--- src/rtl/nota_pkg.sv ---
// Shared definitions for the melody note interface: state encoding, default widths and
// the tone periods (in clocks) that the melody controller sends on Freq_in.
package nota_pkg;

  // Playback FSM encoding
  typedef enum logic {
    IDLE = 1'b0,
    TOCA = 1'b1
  } estado_t;

  localparam int unsigned W_DEF  = 28;
  localparam int unsigned CLK_HZ = 50_000_000;

  // Tone period in clocks for a pitch given in Hz; 0 Hz maps to a rest
  function automatic int unsigned periodo(input int unsigned hz);
    return (hz == 0) ? 0 : CLK_HZ / hz;
  endfunction

  // Periods shared with the melody controller (4th octave, equal temperament, rounded Hz)
  localparam int unsigned PER_PAUSA = periodo(0);
  localparam int unsigned PER_DO4   = periodo(262);
  localparam int unsigned PER_RE4   = periodo(294);
  localparam int unsigned PER_MI4   = periodo(330);
  localparam int unsigned PER_FA4   = periodo(349);
  localparam int unsigned PER_SOL4  = periodo(392);
  localparam int unsigned PER_LA4   = periodo(440);
  localparam int unsigned PER_SI4   = periodo(494);
  localparam int unsigned PER_DO5   = periodo(523);

endpackage

--- src/rtl/gerador_tom.sv ---
// Tone divider: free-running period counter c (0..f-1) and registered square wave
// audio = (c < f/2). The registered output always reflects the counter position of the
// current cycle, so the first cycle after clear is already the first high half-period.
module gerador_tom
  import nota_pkg::*;
#(
  parameter int unsigned W = W_DEF
) (
  input  logic         Clk_in,
  input  logic         Rst_in,
  input  logic [W-1:0] f,
  input  logic         enable,
  input  logic         clear,
  output logic         audio
);

  logic [W-1:0] c_q, c_d;
  logic         audio_q, audio_d;

  // Next counter position and the wave level that goes with it
  always_comb begin
    c_d     = '0;
    audio_d = 1'b0;
    if (clear) begin
      c_d     = '0;
      audio_d = (f >> 1) != '0;
    end else if (enable) begin
      if (f < W'(2) || c_q == f - W'(1)) begin
        c_d = '0;
      end else begin
        c_d = c_q + W'(1);
      end
      audio_d = c_d < (f >> 1);
    end
  end

  // Counter and output register, synchronous reset
  always_ff @(posedge Clk_in) begin
    if (Rst_in) begin
      c_q     <= '0;
      audio_q <= 1'b0;
    end else begin
      c_q     <= c_d;
      audio_q <= audio_d;
    end
  end

  assign audio = audio_q;

endmodule

--- src/rtl/gerador_nota.sv ---
// Note playback: latches one note {Freq_in, Temp_in} when idle, plays it for Temp_in
// clocks (0 counts as 1) while Duracao_out is high, then pulses Nota_fim_out in the
// first idle cycle. Stop_in aborts silently.
// Optional NOTA_GAP_EN: silences Audio_out during the last min(GAP_CYCLES, t-1) cycles
// of each note so repeated pitches are separated; timing of the handshake is unchanged.
module gerador_nota
  import nota_pkg::*;
#(
  parameter int unsigned W          = W_DEF,
  parameter int unsigned GAP_CYCLES = 1_000_000
) (
  input  logic         Clk_in,
  input  logic         Rst_in,
  input  logic         Disparo_in,
  input  logic [W-1:0] Freq_in,
  input  logic [W-1:0] Temp_in,
  input  logic         Stop_in,
  output logic         Duracao_out,
  output logic         Audio_out,
  output logic         Nota_fim_out
);

`ifdef NOTA_GAP_EN
  localparam bit GapEn = 1'b1;
`else
  localparam bit GapEn = 1'b0;
`endif
  localparam logic [W-1:0] GapW = W'(GAP_CYCLES);

  estado_t      estado_q, estado_d;
  logic [W-1:0] freq_q, freq_d;
  logic [W-1:0] temp_q, temp_d;
  logic [W-1:0] dur_q, dur_d;
  logic [W-1:0] gap_ini_q, gap_ini_d;
  logic         fim_q, fim_d;
  logic [W-1:0] temp_ini, gap_len;
  logic         load, ultimo, tom_en, tom_audio, em_gap;

  // FSM next state, note latch and duration counter
  always_comb begin
    estado_d  = estado_q;
    freq_d    = freq_q;
    temp_d    = temp_q;
    dur_d     = dur_q;
    gap_ini_d = gap_ini_q;
    fim_d     = 1'b0;
    load      = 1'b0;
    tom_en    = 1'b0;
    temp_ini  = (Temp_in == '0) ? W'(1) : Temp_in;
    gap_len   = (GapW < temp_ini - W'(1)) ? GapW : temp_ini - W'(1);
    ultimo    = dur_q == temp_q - W'(1);
    if (Stop_in) begin
      // Abort wins over load and normal completion: no end pulse
      estado_d = IDLE;
      dur_d    = '0;
    end else begin
      case (estado_q)
        IDLE: begin
          if (Disparo_in) begin
            load      = 1'b1;
            freq_d    = Freq_in;
            temp_d    = temp_ini;
            gap_ini_d = temp_ini - gap_len;
            dur_d     = '0;
            estado_d  = TOCA;
          end
        end
        TOCA: begin
          if (ultimo) begin
            estado_d = IDLE;
            dur_d    = '0;
            fim_d    = 1'b1;
          end else begin
            dur_d  = dur_q + W'(1);
            tom_en = 1'b1;
          end
        end
        default: estado_d = IDLE;
      endcase
    end
  end

  // State and latch registers, synchronous active-high reset
  always_ff @(posedge Clk_in) begin
    if (Rst_in) begin
      estado_q  <= IDLE;
      freq_q    <= '0;
      temp_q    <= '0;
      dur_q     <= '0;
      gap_ini_q <= '0;
      fim_q     <= 1'b0;
    end else begin
      estado_q  <= estado_d;
      freq_q    <= freq_d;
      temp_q    <= temp_d;
      dur_q     <= dur_d;
      gap_ini_q <= gap_ini_d;
      fim_q     <= fim_d;
    end
  end

  // freq_d carries Freq_in on the load edge so the first half-period starts immediately
  gerador_tom #(
    .W (W)
  ) u_tom (
    .Clk_in (Clk_in),
    .Rst_in (Rst_in),
    .f      (freq_d),
    .enable (tom_en),
    .clear  (load),
    .audio  (tom_audio)
  );

  assign em_gap       = GapEn && (estado_q == TOCA) && (dur_q >= gap_ini_q);
  assign Audio_out    = tom_audio && !em_gap;
  assign Duracao_out  = estado_q == TOCA;
  assign Nota_fim_out = fim_q;

endmodule

--- config.mk ---
export PLATFORM = sky130hd
export DESIGN_NAME = gerador_nota
export DESIGN_NICKNAME = d
export VERILOG_FILES = /design/src/rtl/nota_pkg.sv /design/src/rtl/gerador_tom.sv /design/src/rtl/gerador_nota.sv
export SDC_FILE = /design/constraint.sdc
export NUM_CORES = 1
export LEC_CHECK = 0
export CAP_MARGIN = 10
export CORE_MARGIN = 3
export CORE_UTILIZATION = 50
export CTS_CLUSTER_DIAMETER = 200
export DETAILED_ROUTE_END_ITERATION = 12
export HOLD_SLACK_MARGIN = 0.03
export PLACE_DENSITY = 0.7
export SYNTH_ARGS = -nofsm -noshare
export SYNTH_HDL_FRONTEND = slang
export SYNTH_SLANG_ARGS = --single-unit
--- constraint.sdc ---
create_clock -name Clk_in -period 9.27 [get_ports Clk_in]
set_input_delay 2.781 -clock Clk_in [delete_from_list [all_inputs] [get_ports Clk_in]]
set_output_delay 2.781 -clock Clk_in [all_outputs]
set_load 0.01 [all_outputs]
* Word-level counts from Yosys, hierarchy flattened
Cells that the tools add are included.
** Word-level totals
- Bits in registers :: 115
- Output and inout bits :: 3
- Word-level logic and storage cells :: 46
** Operators by class
- Add/subtract/negate cells :: 4
- Order comparisons :: 2
- Eq/ne operators :: 3
- Multiplexer cells :: 20
- Bitwise gates (word level) :: 3
- Reduce and logical (&&, ||, !) cells :: 7
** Operator list (number)
- $mux W28 :: 9
- $add A28 B1 Y28 const B :: 2
- $eq A28 B28 Y1 :: 2
- $pmux W28 S2 :: 1
- $sub A28 B1 Y28 const B :: 2
- $logic_not A28 Y1 :: 1
- $lt A28 B2 Y1 const B :: 1
- $lt A28 B27 Y1 :: 1
- $reduce_bool A28 Y1 :: 1
- $mux W1 :: 9
- $reduce_or A3 Y1 :: 2
- $not A1 Y1 :: 3
- $reduce_and A3 Y1 :: 1
- $ne A2 B2 Y1 const B :: 1
- $pmux W1 S2 :: 1
- $reduce_or A2 Y1 :: 1
- $logic_or A1 B1 Y1 :: 1

* Longest topological paths before layout
Gate-level depths: netlist of run 1.
- Word-level depth :: 12
- Gate-level depth with buffers :: 27

* By module
A second synthesis of run 1 with hierarchy kept.
** Second synthesis, totals
- Cell total of the unflattened synthesis :: 1046
- Area, all modules :: 7936.4 um^2
** Modules (own cells, without submodules)
- gerador_nota :: instances 1, cells each 630, area an instance 4808.4 um^2, sequential area each 1721.7 um^2
- gerador_tom :: instances 1, cells each 416, area an instance 3128.0 um^2, sequential area each 580.6 um^2

* Worst setup path before layout of run 1
No wires, ideal clock.
- Path type :: input port to flip-flop
- From :: input Stop_in
- To :: register u_tom.audio_q, in the netlist u_tom.audio
- Setup time :: 74 ps
- Data arrival time :: 8156 ps
- Data required time :: 9196 ps
- Path slack :: 1040 ps
- Stages on the path :: 27
- Path buffers :: 5
- Cell sequence :: nor3b_2 > buf_2 > buf_2 > clkbuf_1 > mux2i_1 > ha_1 > nor2b_1 > nand4_1 > a221oi_1 > o211ai_1 > xnor2_1 > nor4_1 > and4_1 > or2_1 > buf_2 > buf_2 > nor2_1 > ha_1 > a21o_1 > a21o_1 > a21oi_1 > o21ai_0 > nand3_1 > a21oi_1 > a2111oi_0 > o211ai_1 > o21ai_0
** Between the ends
- Word-level cells in the longest chain between the ends :: 10
** Ends and longest elaborated chain
- from (decl) :: line gerador_nota.sv:17 : input logic Stop_in,
- $mux W28 :: line gerador_nota.sv:52 : if (Stop_in) begin
- $sub A28 B1 Y28 :: line gerador_tom.sv:28 : if (f < W'(2) || c_q == f - W'(1)) begin
- $eq A28 B28 Y1 :: line gerador_tom.sv:28
- $logic_or A1 B1 Y1 :: line gerador_tom.sv:28
- $mux W28 :: line gerador_tom.sv:28
- $mux W28 :: line gerador_tom.sv:27 : end else if (enable) begin
- $mux W28 :: line gerador_tom.sv:24 : if (clear) begin
- $lt A28 B27 Y1 :: line gerador_tom.sv:33 : audio_d = c_d < (f >> 1);
- $mux W1 :: line gerador_tom.sv:27
- $mux W1 * :: line gerador_tom.sv:24
- to (signal assigned) :: line gerador_tom.sv:44 : audio_q <= audio_d;
- to (decl) :: line gerador_tom.sv:18 : logic audio_q, audio_d;
Every way passes the cells marked *; elsewhere a longest branch is shown, timed or not. The select of a mux whose other input is x is not followed.
A chain may end at the register's enable or synchronous reset.

* Final worst setup path of run 1
Same ends and word-level chain as after synthesis.

==> results of run 1 <==
-- area by class of cell --
class / instances / area [um^2]
clock buffer: 21 / 480
clock inverter: 10 / 178
fill: 1308 / 5700
inverter: 16 / 60.1
multi-input combinational: 801 / 5140
sequential: 115 / 2300
tap: 184 / 230
timing repair buffer: 73 / 711
-- where the power goes --
part	switching, mW	internal [mW]
clock network	0.233	0.502
registers	0.0159	0.508
logic	0.160	0.122
total	0.408	1.13
-- cell families (layout without fill, tap and decap cells) --
| kind of cell | Yosys count | count (layout) |
|---|---|---|
| adder cells (fa/ha/maj) | 30 | 30 |
| multiplexers | 36 | 36 |
| buffers and inverters | 61 | 120 |
| flip-flops | 115 | 115 |
| AND/OR/NAND/NOR | 469 | 469 |
| AO/OA/AOI/OAI | 152 | 152 |
| XOR/XNOR | 114 | 114 |
-- critical path, stage by stage --
cell and delay, ns:
sky130_fd_sc_hd__clkdlybuf4s50_1 0.52, sky130_fd_sc_hd__nor3b_4 0.42, sky130_fd_sc_hd__mux2i_1 0.38, sky130_fd_sc_hd__ha_1 0.34, sky130_fd_sc_hd__nor2b_1 0.21, sky130_fd_sc_hd__nand4_1 0.12
sky130_fd_sc_hd__a221oi_1 0.30, sky130_fd_sc_hd__buf_4 0.20, sky130_fd_sc_hd__o211ai_1 0.12, sky130_fd_sc_hd__xnor2_1 0.18, sky130_fd_sc_hd__nor4_1 0.30, sky130_fd_sc_hd__and4_1 0.29
sky130_fd_sc_hd__or2_2 0.29, sky130_fd_sc_hd__buf_4 0.24, sky130_fd_sc_hd__nor2_1 0.07, sky130_fd_sc_hd__ha_1 0.29, sky130_fd_sc_hd__a21o_1 0.19, sky130_fd_sc_hd__a21o_1 0.17
sky130_fd_sc_hd__a21oi_1 0.18, sky130_fd_sc_hd__o221ai_1 0.13, sky130_fd_sc_hd__a2111oi_0 0.52, sky130_fd_sc_hd__o211ai_1 0.16, sky130_fd_sc_hd__o21ai_0 0.16
-- worst paths after layout --
kind,end,slack (ns),cells past startpoint
worst max-delay path,u_tom.audio$_SDFF_PP0_,1.06,23
worst min-delay path,temp_q[27]$_SDFFE_PP0P_,0.48,2
worst max register to register,u_tom.audio$_SDFF_PP0_,3.60,22
worst min register to register,temp_q[27]$_SDFFE_PP0P_,0.48,2
-- sequential cells by signal, indices dropped and copies added, names as in the netlist --
register and count:
Duracao_out 1, u_tom.audio 1, Nota_fim_out 1, freq_q 28, u_tom.c_q 28, temp_q 28
dur_q 28
-- metrics by stage --
stage / cell area, um^2 / hold WS (ns)
floorplan: 7710 / 0.448
global placement: 8450 / 0.474
detailed placement: 8450 / 0.478
CTS: 9100 / 0.484
global route: 9100 / 0.505
finish: 9100 / 0.480
-- synth_stat cells, drive strengths merged, types with 12 or more instances --
cell	n	area share, %
inv	16	0.78
nor4	38	3.3
nand2	92	4.5
nor3	70	4.7
xor2	45	5.1
a31oi	18	1.5
clkbuf	29	1.4
nand3	36	2.3
nand4	26	2.1
mux2i	33	4.3
o21ai	22	1.5
nor2	108	5.3
nand2b	12	0.97
or4	17	1.7
xnor2	69	7.8
buf	16	1.3
ha	30	4.9
dfxtp	115	30
and3	20	1.6
a21oi	53	3.5
-- metal layers --
| layer | up-vias | track usage [%] |
|---|---|---|
| li1 | 3650 | - |
| met2 | 251 | 43.4 |
| met5 | - | 0 |
| met4 | 0 | 9.54 |
| met3 | 47 | 4.91 |
| met1 | 3471 | 32.7 |
==> metrics.md, run 1 <==
| Metric | Value |
|---|---|
| Netlist area before placement | `7710 um^2` |
| Overall die height | `approximately 130 um` |
| Count of hold-fix buffers inserted at cts | `0` |
| Max Root-Sink Buffers | `2` |
| Most used DFF post-synth | `sky130_fd_sc_hd__dfxtp_1` |
| Post-route setup slack | `1.06 ns` |
| Compound-cell area share of the yosys netlist | `12.8%` |
| GRT Resource Usage Total | `25.7%` |
| Met1 routed wirelength after detailed routing | `9420 um` |
| Vias per cell | `~6.1` |
| # setup viols final | `0` |
| Max-cap viol count | `0` |
| Number of instances in the synthesized netlist | `approximately 980` |
| Number of clock sinks | `115` |
| Max IR drop VDD | `146 uV` |
| Most used cells in the layout excluding fill and tap cells | `sky130_fd_sc_hd__dfxtp_1, sky130_fd_sc_hd__nor2_1, sky130_fd_sc_hd__nand2_1` |
| Data arrival time of the critical path | `8.56 ns` |
| Finished Layout Cells | `1220` |
| Kind of critical path | `in2reg` |
| Highest metal used | `met4` |
| DRC violations left | `0` |
| Initial cell density of the core | `52.0%` |
| Core Box Area | `between 10000 and 15000 um^2` |
| Via count of the first global-routing pass | `6826` |
| Distinct cell type count of the synthesized netlist | `approximately 70` |
| Outcome | `completed` |
| First-pass GRT wire length | `34500 um` |
| Grt total ovfl | `0` |
| Share of cell area taken by muxes after synthesis | `roughly 4.7%` |
| Setup clock skew after layout | `0.00797 ns` |
| Number of violations reported at the end of detailed-routing iteration 0 | `709` |
| Total number of placement rows | `44` |
| DR pass1 iterations | `5` |
| Startpoint of the most critical setup path | `Stop_in` |
| Total I/O pin count | `63` |
| DP Wirelength | `16100 um` |
| Yosys synthesis warning count | `0` |
| Clock buffers created by TritonCTS | `17` |
| DIE AREA | `16900 um^2` |
| Width of the chip | `130 um` |
| Post-synthesis sequential element count | `115` |
| TritonCTS clock tree | `built` |
| Number of cells upsized or downsized after cts | `0` |
| Category of the worst setup path launch point | `input pin` |
| Placed instance count | `1189` |
| PwrDens | `169 nW/um^2` |
| Via count | `7419` |
| Routed WL | `21600 um` |
| Antenna Diode Count | `0` |
| Detailed route wirelength on metal2 | `10400 um` |
| Routed len/inst | `17.7 um` |
| Clock transition at the registers of the reported paths | `0.06 ns` |
| Initial antenna violation count | `0` |
| Source of the worst register-to-register timing path | `Duracao_out$_SDFF_PP0_` |
| Transition time at the pin with the least slew margin | `1.22 ns` |
| Lkg Pwr | `roughly 3.4 nW` |
| Largest net degree at the start of global routing | `62` |
| Hold path start | `temp_q[27]$_SDFFE_PP0P_` |
| Main combinational cell family by area after synthesis | `simple AND/OR/NAND/NOR gates` |
| Post-CTS setup buffers | `0` |
| Post-layout minimum cycle time | `between 8 and 9 ns` |
| Sum of negative setup slack | `0 ns` |
| Max Fclk | `122 MHz` |
| Unrepaired setup endpoints after global routing | `false` |
| Post-route total power | `1.54 mW` |
| Post-synthesis share of cell area spent on xor and xnor gates | `around an eighth` |
| Final estimated routing congestion in global placement | `between 0.9 and 1` |
| Worst Path Max Fanout | `14` |
| Crit path capture type | `flop` |
| Worst-skew pair later-pin latency | `0.42 ns` |
| Antenna-violating nets left | `0` |
| Syn Nets | `1067` |
| Routed length on met3 | `1180 um` |
| Fin crit share | `88.6%` |
| Final Hold Fails | `0` |
| Post-Place Worst Slack | `0.805 ns` |
| Final #Nets | `1114` |
| Worst min-delay path class | `reg2reg` |
| Sequential fraction of the synthesis area | `29.9%` |
| Area fraction in and, or, nand and nor cells after synthesis | `31.4%` |
| Number of synthesized flops with an enable pin | `0` |
| Final standard cell utilization of the core | `61.5%` |
| H-tree depth | `4` |
| Async set or reset register ratio after synthesis | `0%` |
| Leading cell type in the layout, fill and taps excluded | `sky130_fd_sc_hd__dfxtp_1` |
| Final Max Tran Viols | `0` |
| Average size of a mapped cell | `7.89 um^2` |
| Adder-cell area share of the yosys netlist | `4.87%` |
| Data required time at the worst endpoint | `9.62 ns` |
| Worst rel slew slack | `between 10% and 20%` |
| Area grow syn2layout | `18.2%` |
| Share of final-layout standard cells stronger than drive strength 1 | `6.37%` |
| Number of buffer cells added on primary ports | `62` |
| Root Buffer Master | `sky130_fd_sc_hd__clkbuf_16` |
Note: power is estimated with default switching activity, not from simulation.
==> inputs of run 2 (changes only) <==
GPL_ROUTABILITY_DRIVEN = 0   (was unset)
GPL_TIMING_DRIVEN = 0   (was unset)
clock period = 7.6 ns   (was 9.27 ns; I/O delays follow)
==> run 2 against run 1 <==
Power rose by 27%. Final cell count increased by 3.2%. Sequential power increased by 22%. Largest power group unchanged. Clock-buffer cell count decreased by 3. Utilization grew 2.1 points. Critical path depth increased by 2. First-iteration DRC count down 11%. Clock skew down 0.0010 ns. Final area up 3.3%.
==> metrics.md, run 2 (same netlist as run 1, synthesis figures left out) <==
| Metric | Value |
|---|---|
| Gate family responsible for the most delay along the worst path | `compound AO/OA/AOI/OAI gates` |
| Worst Path Max Fanout | `10 (-4)` |
| Worst-skew pair later-pin latency | `0.42 ns (about the same)` |
| Final standard cell utilization of the core | `63.5% (+2.1 points)` |
| Final Max Tran Viols | `0 (unchanged)` |
| DIE AREA | `16900 um^2 (unchanged)` |
| Slowest stage delay, CP | `0.38 ns (-0.14 ns)` |
| Most used cells in the layout excluding fill and tap cells | `sky130_fd_sc_hd__dfxtp_1, sky130_fd_sc_hd__nor2_1, sky130_fd_sc_hd__nand2_1` |
| Post-Place Worst Slack | `-2.33 ns (-3.14 ns)` |
| Root Buffer Master | `sky130_fd_sc_hd__clkbuf_16` |
| PwrDens | `208 nW/um^2 (+23%)` |
| Core Box Area | `14800 um^2 (unchanged)` |
| # setup viols final | `0 (unchanged)` |
| DRC violations left | `0 (unchanged)` |
| Outcome | `completed` |
| Largest net degree at the start of global routing | `17 (-73%)` |
| Overall die height | `130 um (unchanged)` |
| Antenna-violating nets left | `0 (unchanged)` |
| Total number of placement rows | `44 (unchanged)` |
| Number of buffer cells added on primary ports | `61 (-1.6%)` |
| Initial cell density of the core | `52.0% (unchanged)` |
| Count of hold-fix buffers inserted at cts | `0 (unchanged)` |
| Via count | `7836 (+5.6%)` |
| Grt total ovfl | `0 (unchanged)` |
| Area of the multi-input gates | `5220 um^2 (+1.6%)` |
| Vias per cell | `6.22 (+2.3%)` |
| Post-route setup slack | `0.308 ns (-0.751 ns)` |
| Data arrival time of the critical path | `7.63 ns (-0.93 ns)` |
| Number of violations reported at the end of detailed-routing iteration 0 | `629 (-11%)` |
| DP Wirelength | `18200 um (+13%)` |
| Antenna Diode Count | `0 (unchanged)` |
| Setup clock skew after layout | `0.00695 ns (-0.00102 ns)` |
| Width of the chip | `130 um (unchanged)` |
| Category of the worst setup path launch point | `input pin` |
| Post-route total power | `1.96 mW (+27%)` |
| Share of final-layout standard cells stronger than drive strength 1 | `8.00% (+1.6 points)` |
| Crit path buffers/inverters | `5 (+2)` |
| Data required time at the worst endpoint | `7.94 ns (-1.68 ns)` |
| # fillers | `1335 (+2.1%)` |
| Lkg Pwr | `3.57 nW (+3.7%)` |
| Final #Nets | `1152 (+3.4%)` |
| Kind of critical path | `in2reg` |
| Clock buffers created by TritonCTS | `17 (unchanged)` |
| Initial antenna violation count | `0 (unchanged)` |
| Max Root-Sink Buffers | `2 (unchanged)` |
| Post-layout minimum cycle time | `7.29 ns` |
| TritonCTS clock tree | `built` |
| Max Fclk | `137 MHz` |
| Max IR drop VDD | `239 uV (+63%)` |
| Placed instance count | `1222 (+2.8%)` |
| Total I/O pin count | `63 (unchanged)` |
| Via count of the first global-routing pass | `7487 (+9.7%)` |
| Worst min-delay path class | `reg2reg` |
| Final Hold Fails | `0 (unchanged)` |
| Clock transition at the registers of the reported paths | `0.05 ns (about the same)` |
| Worst rel slew slack | `37.8% (+19 points)` |
| Routed WL | `23900 um (+11%)` |
| Fin crit share | `~96%` |
| GRT Resource Usage Total | `28.7% (+3.0 points)` |
| FF+latch area | `2300 um^2 (unchanged)` |
| First-pass GRT wire length | `38400 um (+11%)` |
| Routed len/inst | `19.0 um (+7.3%)` |
| H-tree depth | `4 (unchanged)` |
| Leading cell type in the layout, fill and taps excluded | `sky130_fd_sc_hd__dfxtp_1` |
| Number of clock sinks | `115 (unchanged)` |
| DR pass1 iterations | `6 (+1)` |
| Finished Layout Cells | `1259 (+3.2%)` |
| Area grow syn2layout | `22.1%` |
| Worst hold slack after final layout | `0.474 ns (-0.00604 ns)` |
| Transition time at the pin with the least slew margin | `0.925 ns (-0.291 ns)` |
| Crit path capture type | `flop` |
| Max-cap viol count | `0 (unchanged)` |
| Slowest cell on the critical path | `sky130_fd_sc_hd__a221oi_4` |
| Unrepaired setup endpoints after global routing | `false` |
==> run 2: path summary, 6_finish.rpt <==
check	start	to	slack (ns)	cells after the start
hold reg to reg	temp_q[27]$_SDFFE_PP0P_	temp_q[27]$_SDFFE_PP0P_	0.47	2
hold / removal	temp_q[27]$_SDFFE_PP0P_	temp_q[27]$_SDFFE_PP0P_	0.47	2
setup reg to reg	Duracao_out$_SDFF_PP0_	u_tom.audio$_SDFF_PP0_	1.99	24
setup / recovery	Stop_in	u_tom.audio$_SDFF_PP0_	0.31	25
==> run 2: layout make-up <==
| type | count | share of cell area [%] |
|---|---|---|
| timing repair buffer | 67 | 7.02 |
| inverter | 16 | 0.638 |
| tap | 184 | 2.45 |
| sequential | 115 | 24.5 |
| multi-input combinational | 801 | 55.5 |
| clock buffer | 18 | 4.56 |
| buffer | 44 | 2.59 |
| clock inverter | 14 | 2.75 |
==> run 2: report_power, final <==
group          total, mW  leakage, nW  internal (mW)  switching, mW
sequential         0.639        0.933          0.619         0.0197
combinational      0.372         2.31          0.160          0.213
clock              0.946        0.322          0.646          0.300
==> run 2: timing repair <==
item	in CTS	in global routing
pin swaps	2	3
setup buffers	6	0
resized for setup	24	11
setup endpoints to repair	25	1
endpoints found under the hold margin	0	0
cloned	0	0
==> run 2: routing by layer <==
layer	up-vias	global-route usage, %	part of all wire (%)
li1	3731	-	-
met1	3731	35.0	42
met2	297	49.2	49
met3	77	4.99	5.3
met4	0	13.3	3.9
met5	-	0	0
==> run 2: per-stage QoR <==
step / TNS, ns / cell area [um^2]
floorplan: 0 / 7710
global placement: -18.52 / 8550
detailed placement: -17.30 / 8550
CTS: 0 / 9380
global route: 0 / 9410
finish: 0 / 9410
==> run 2: worst reg2reg max path, cell delays in order, from the launching register on <==
cell	delay [ns]
sky130_fd_sc_hd__dfxtp_1	0.40
sky130_fd_sc_hd__nor3b_4	0.29
sky130_fd_sc_hd__buf_12	0.16
sky130_fd_sc_hd__clkbuf_8	0.18
sky130_fd_sc_hd__mux2i_4	0.29
sky130_fd_sc_hd__ha_4	0.21
sky130_fd_sc_hd__nor2b_1	0.21
sky130_fd_sc_hd__nand4_1	0.17
sky130_fd_sc_hd__a221oi_4	0.38
sky130_fd_sc_hd__o211ai_1	0.18
sky130_fd_sc_hd__xnor2_1	0.18
sky130_fd_sc_hd__nor4_2	0.31
sky130_fd_sc_hd__and4_4	0.29
sky130_fd_sc_hd__or2_1	0.11
sky130_fd_sc_hd__buf_4	0.17
sky130_fd_sc_hd__buf_6	0.17
sky130_fd_sc_hd__nor2_1	0.08
sky130_fd_sc_hd__ha_1	0.31
sky130_fd_sc_hd__a21o_1	0.19
sky130_fd_sc_hd__a21o_1	0.16
sky130_fd_sc_hd__a21oi_1	0.22
sky130_fd_sc_hd__o221ai_1	0.19
sky130_fd_sc_hd__a2111oi_2	0.37
sky130_fd_sc_hd__o211ai_1	0.13
sky130_fd_sc_hd__o21ai_1	0.19
==> inputs of run 3 (changes only) <==
DONT_BUFFER_PORTS = 1   (was unset)
PLACE_DENSITY = unset   (was 0.7)
==> run 3 against run 2 <==
Final area down 7.1%. Clock skew about the same. Critical path depth down 3. Fmax down 1.7%. Flip-flop and latch count unchanged. Combinational power down 9.7%. Critical endpoint unchanged.
==> metrics.md, run 3 (same netlist as run 1, synthesis figures left out) <==
| Metric | Value |
|---|---|
| Outcome | `completed` |
| R2r setup slk | `1.43 ns (-0.56 ns)` |
| Clock buffers created by TritonCTS | `17 (unchanged)` |
| Number of buffer cells added on primary ports | `0 (-100%)` |
| Worst rel slew slack | `30.6% (-7.2 points)` |
| Max Root-Sink Buffers | `2 (unchanged)` |
| Most used cells in the layout excluding fill and tap cells | `sky130_fd_sc_hd__dfxtp_1, sky130_fd_sc_hd__nor2_1, sky130_fd_sc_hd__nand2_1` |
| Antenna Diode Count | `0 (unchanged)` |
| Worst-skew pair later-pin latency | `0.43 ns (about the same)` |
| Post-route setup slack | `0.182 ns (-0.125 ns)` |
| Worst hold slack after final layout | `0.481 ns (+0.00763 ns)` |
| Core Box Area | `14800 um^2 (unchanged)` |
| Via count | `7617 (-2.8%)` |
| Max Fclk | `135 MHz (-1.7%)` |
| GRT Resource Usage Total | `29.9% (+1.2 points)` |
| Overall die height | `130 um (unchanged)` |
| Number of clock sinks | `115 (unchanged)` |
| Kind of critical path | `in2reg` |
| Post-route total power | `1.82 mW (-7.1%)` |
| Worst Path Max Fanout | `10 (unchanged)` |
| First-pass GRT wire length | `39300 um (+2.4%)` |
| # fillers | `1338 (+0.22%)` |
| DR pass1 iterations | `7 (+1)` |
| Category of the worst setup path launch point | `input pin` |
| DIE AREA | `16900 um^2 (unchanged)` |
| TritonCTS clock tree | `built` |
| Vias per cell | `6.34 (+1.8%)` |
| Setup clock skew after layout | `0.00690 ns (-0.0000482 ns)` |
| Total I/O pin count | `63 (unchanged)` |
| Crit path capture type | `flop` |
| Final Hold Fails | `0 (unchanged)` |
| Data required time at the worst endpoint | `7.93 ns (about the same)` |
| Initial cell density of the core | `52.0% (unchanged)` |
| Clock transition at the registers of the reported paths | `0.05 ns (about the same)` |
| Final #Nets | `1095 (-4.9%)` |
| Total number of placement rows | `44 (unchanged)` |
| Post-Place Worst Slack | `-2.18 ns (+0.147 ns)` |
| Fin crit share | `97.6% (+1.7 points)` |
| Finished layout cell area | `8740 um^2 (-7.1%)` |
| Worst min-delay path class | `reg2reg` |
| Root Buffer Master | `sky130_fd_sc_hd__clkbuf_16` |
| H-tree depth | `4 (unchanged)` |
| # setup viols final | `0 (unchanged)` |
| Met1 routed wirelength after detailed routing | `10200 um (+1.8%)` |
| Transition time at the pin with the least slew margin | `1.03 ns (+0.107 ns)` |
| Final Max Tran Viols | `0 (unchanged)` |
| Detailed route wirelength on metal2 | `12500 um (+6.7%)` |
| DP Area | `7940 um^2 (-7.1%)` |
| Share of final-layout standard cells stronger than drive strength 1 | `8.45% (+0.45 points)` |
| Max IR drop VDD | `163 uV (-32%)` |
| Via count of the first global-routing pass | `7399 (-1.2%)` |
| Max-cap viol count | `0 (unchanged)` |
| Number of violations reported at the end of detailed-routing iteration 0 | `717 (+14%)` |
| Highest metal used | `met4` |
| Post-layout minimum cycle time | `7.42 ns (+0.125 ns)` |
| Unrepaired setup endpoints after global routing | `false` |
| Lkg Pwr | `3.30 nW (-7.5%)` |
| Largest net degree at the start of global routing | `17 (unchanged)` |
| Leading cell type in the layout, fill and taps excluded | `sky130_fd_sc_hd__dfxtp_1` |
| Routed len/inst | `20.5 um (+8.1%)` |
| DP Wirelength | `19100 um (+4.9%)` |
| Initial antenna violation count | `0 (unchanged)` |
| PwrDens | `208 nW/um^2 (about the same)` |
| Routed length on met3 | `1310 um (+2.6%)` |
| DRC violations left | `0 (unchanged)` |
| Data arrival time of the critical path | `7.75 ns (+0.12 ns)` |
| Grt total ovfl | `0 (unchanged)` |
| Area grow syn2layout | `13.4%` |
| Antenna-violating nets left | `0 (unchanged)` |
| Routed WL | `24700 um (+3.2%)` |
| Width of the chip | `130 um (unchanged)` |
## run 3: layout make-up
type / count / area, um^2 / area share [%]
buffer: 44 / 241 / 2.76
multi-input combinational: 801 / 5210 / 59.6
timing repair buffer: 10 / 75.1 / 0.859
inverter: 16 / 60.1 / 0.687
clock inverter: 8 / 123 / 1.40
sequential: 115 / 2300 / 26.3
tap: 184 / 230 / 2.63
clock buffer: 24 / 502 / 5.74
## run 3: per-layer routing
layer / GRT usage (%) / vias to the layer above
met1: 35.6 / 3645
met2: 52.6 / 301
li1: - / 3607
met5: 0 / -
met3: 6.55 / 64
met4: 11.6 / 0
## run 3: where the power goes
group	internal (mW)	switching, mW	total, mW
Clock	0.557	0.287	0.844
Combinational	0.134	0.202	0.336
Sequential	0.619	0.0193	0.638
Total	1.31	0.508	1.82
## run 3: final timing paths
kind / to / startpoint / cells past startpoint
setup reg to reg: u_tom.audio$_SDFF_PP0_ / Duracao_out$_SDFF_PP0_ / 22
hold / removal: temp_q[27]$_SDFFE_PP0P_ / temp_q[27]$_SDFFE_PP0P_ / 2
hold reg to reg: temp_q[27]$_SDFFE_PP0P_ / temp_q[27]$_SDFFE_PP0P_ / 2
setup / recovery: u_tom.audio$_SDFF_PP0_ / Disparo_in / 22
## run 3: what timing repair did
item	CTS	global route
hold buffers	0	0
resized for setup	18	13
pin swaps	3	2
setup endpoints to repair	1	1
buffers inserted	2	8
## run 3: stage by stage
| step | utilization [%] | instances | TNS (ns) |
|---|---|---|---|
| floorplan | - | 977 | 0 |
| global placement | 53.6 | 1161 | -6.82 |
| detailed placement | 53.6 | 1161 | -6.63 |
| global route | 59.0 | 1202 | 0 |
| CTS | 58.4 | 1195 | 0 |
| finish | 59.0 | 1202 | 0 |
## run 3: worst max-delay path, cell delays in order
cell and delay, ns:
sky130_fd_sc_hd__or3b_2 0.17, sky130_fd_sc_hd__clkbuf_1 0.39, sky130_fd_sc_hd__clkbuf_1 0.63, sky130_fd_sc_hd__clkbuf_1 0.59, sky130_fd_sc_hd__nand4_1 0.15, sky130_fd_sc_hd__a21oi_1 0.35
sky130_fd_sc_hd__nand3_1 0.15, sky130_fd_sc_hd__xnor2_1 0.15, sky130_fd_sc_hd__nor4_1 0.21, sky130_fd_sc_hd__and4_1 0.31, sky130_fd_sc_hd__or2_1 0.12, sky130_fd_sc_hd__clkbuf_4 0.20
sky130_fd_sc_hd__buf_6 0.18, sky130_fd_sc_hd__nor2_1 0.07, sky130_fd_sc_hd__ha_1 0.30, sky130_fd_sc_hd__a21o_1 0.18, sky130_fd_sc_hd__a21o_1 0.17, sky130_fd_sc_hd__a21oi_1 0.21
sky130_fd_sc_hd__o221ai_1 0.18, sky130_fd_sc_hd__a2111oi_2 0.38, sky130_fd_sc_hd__o211ai_1 0.16, sky130_fd_sc_hd__o21ai_2 0.21
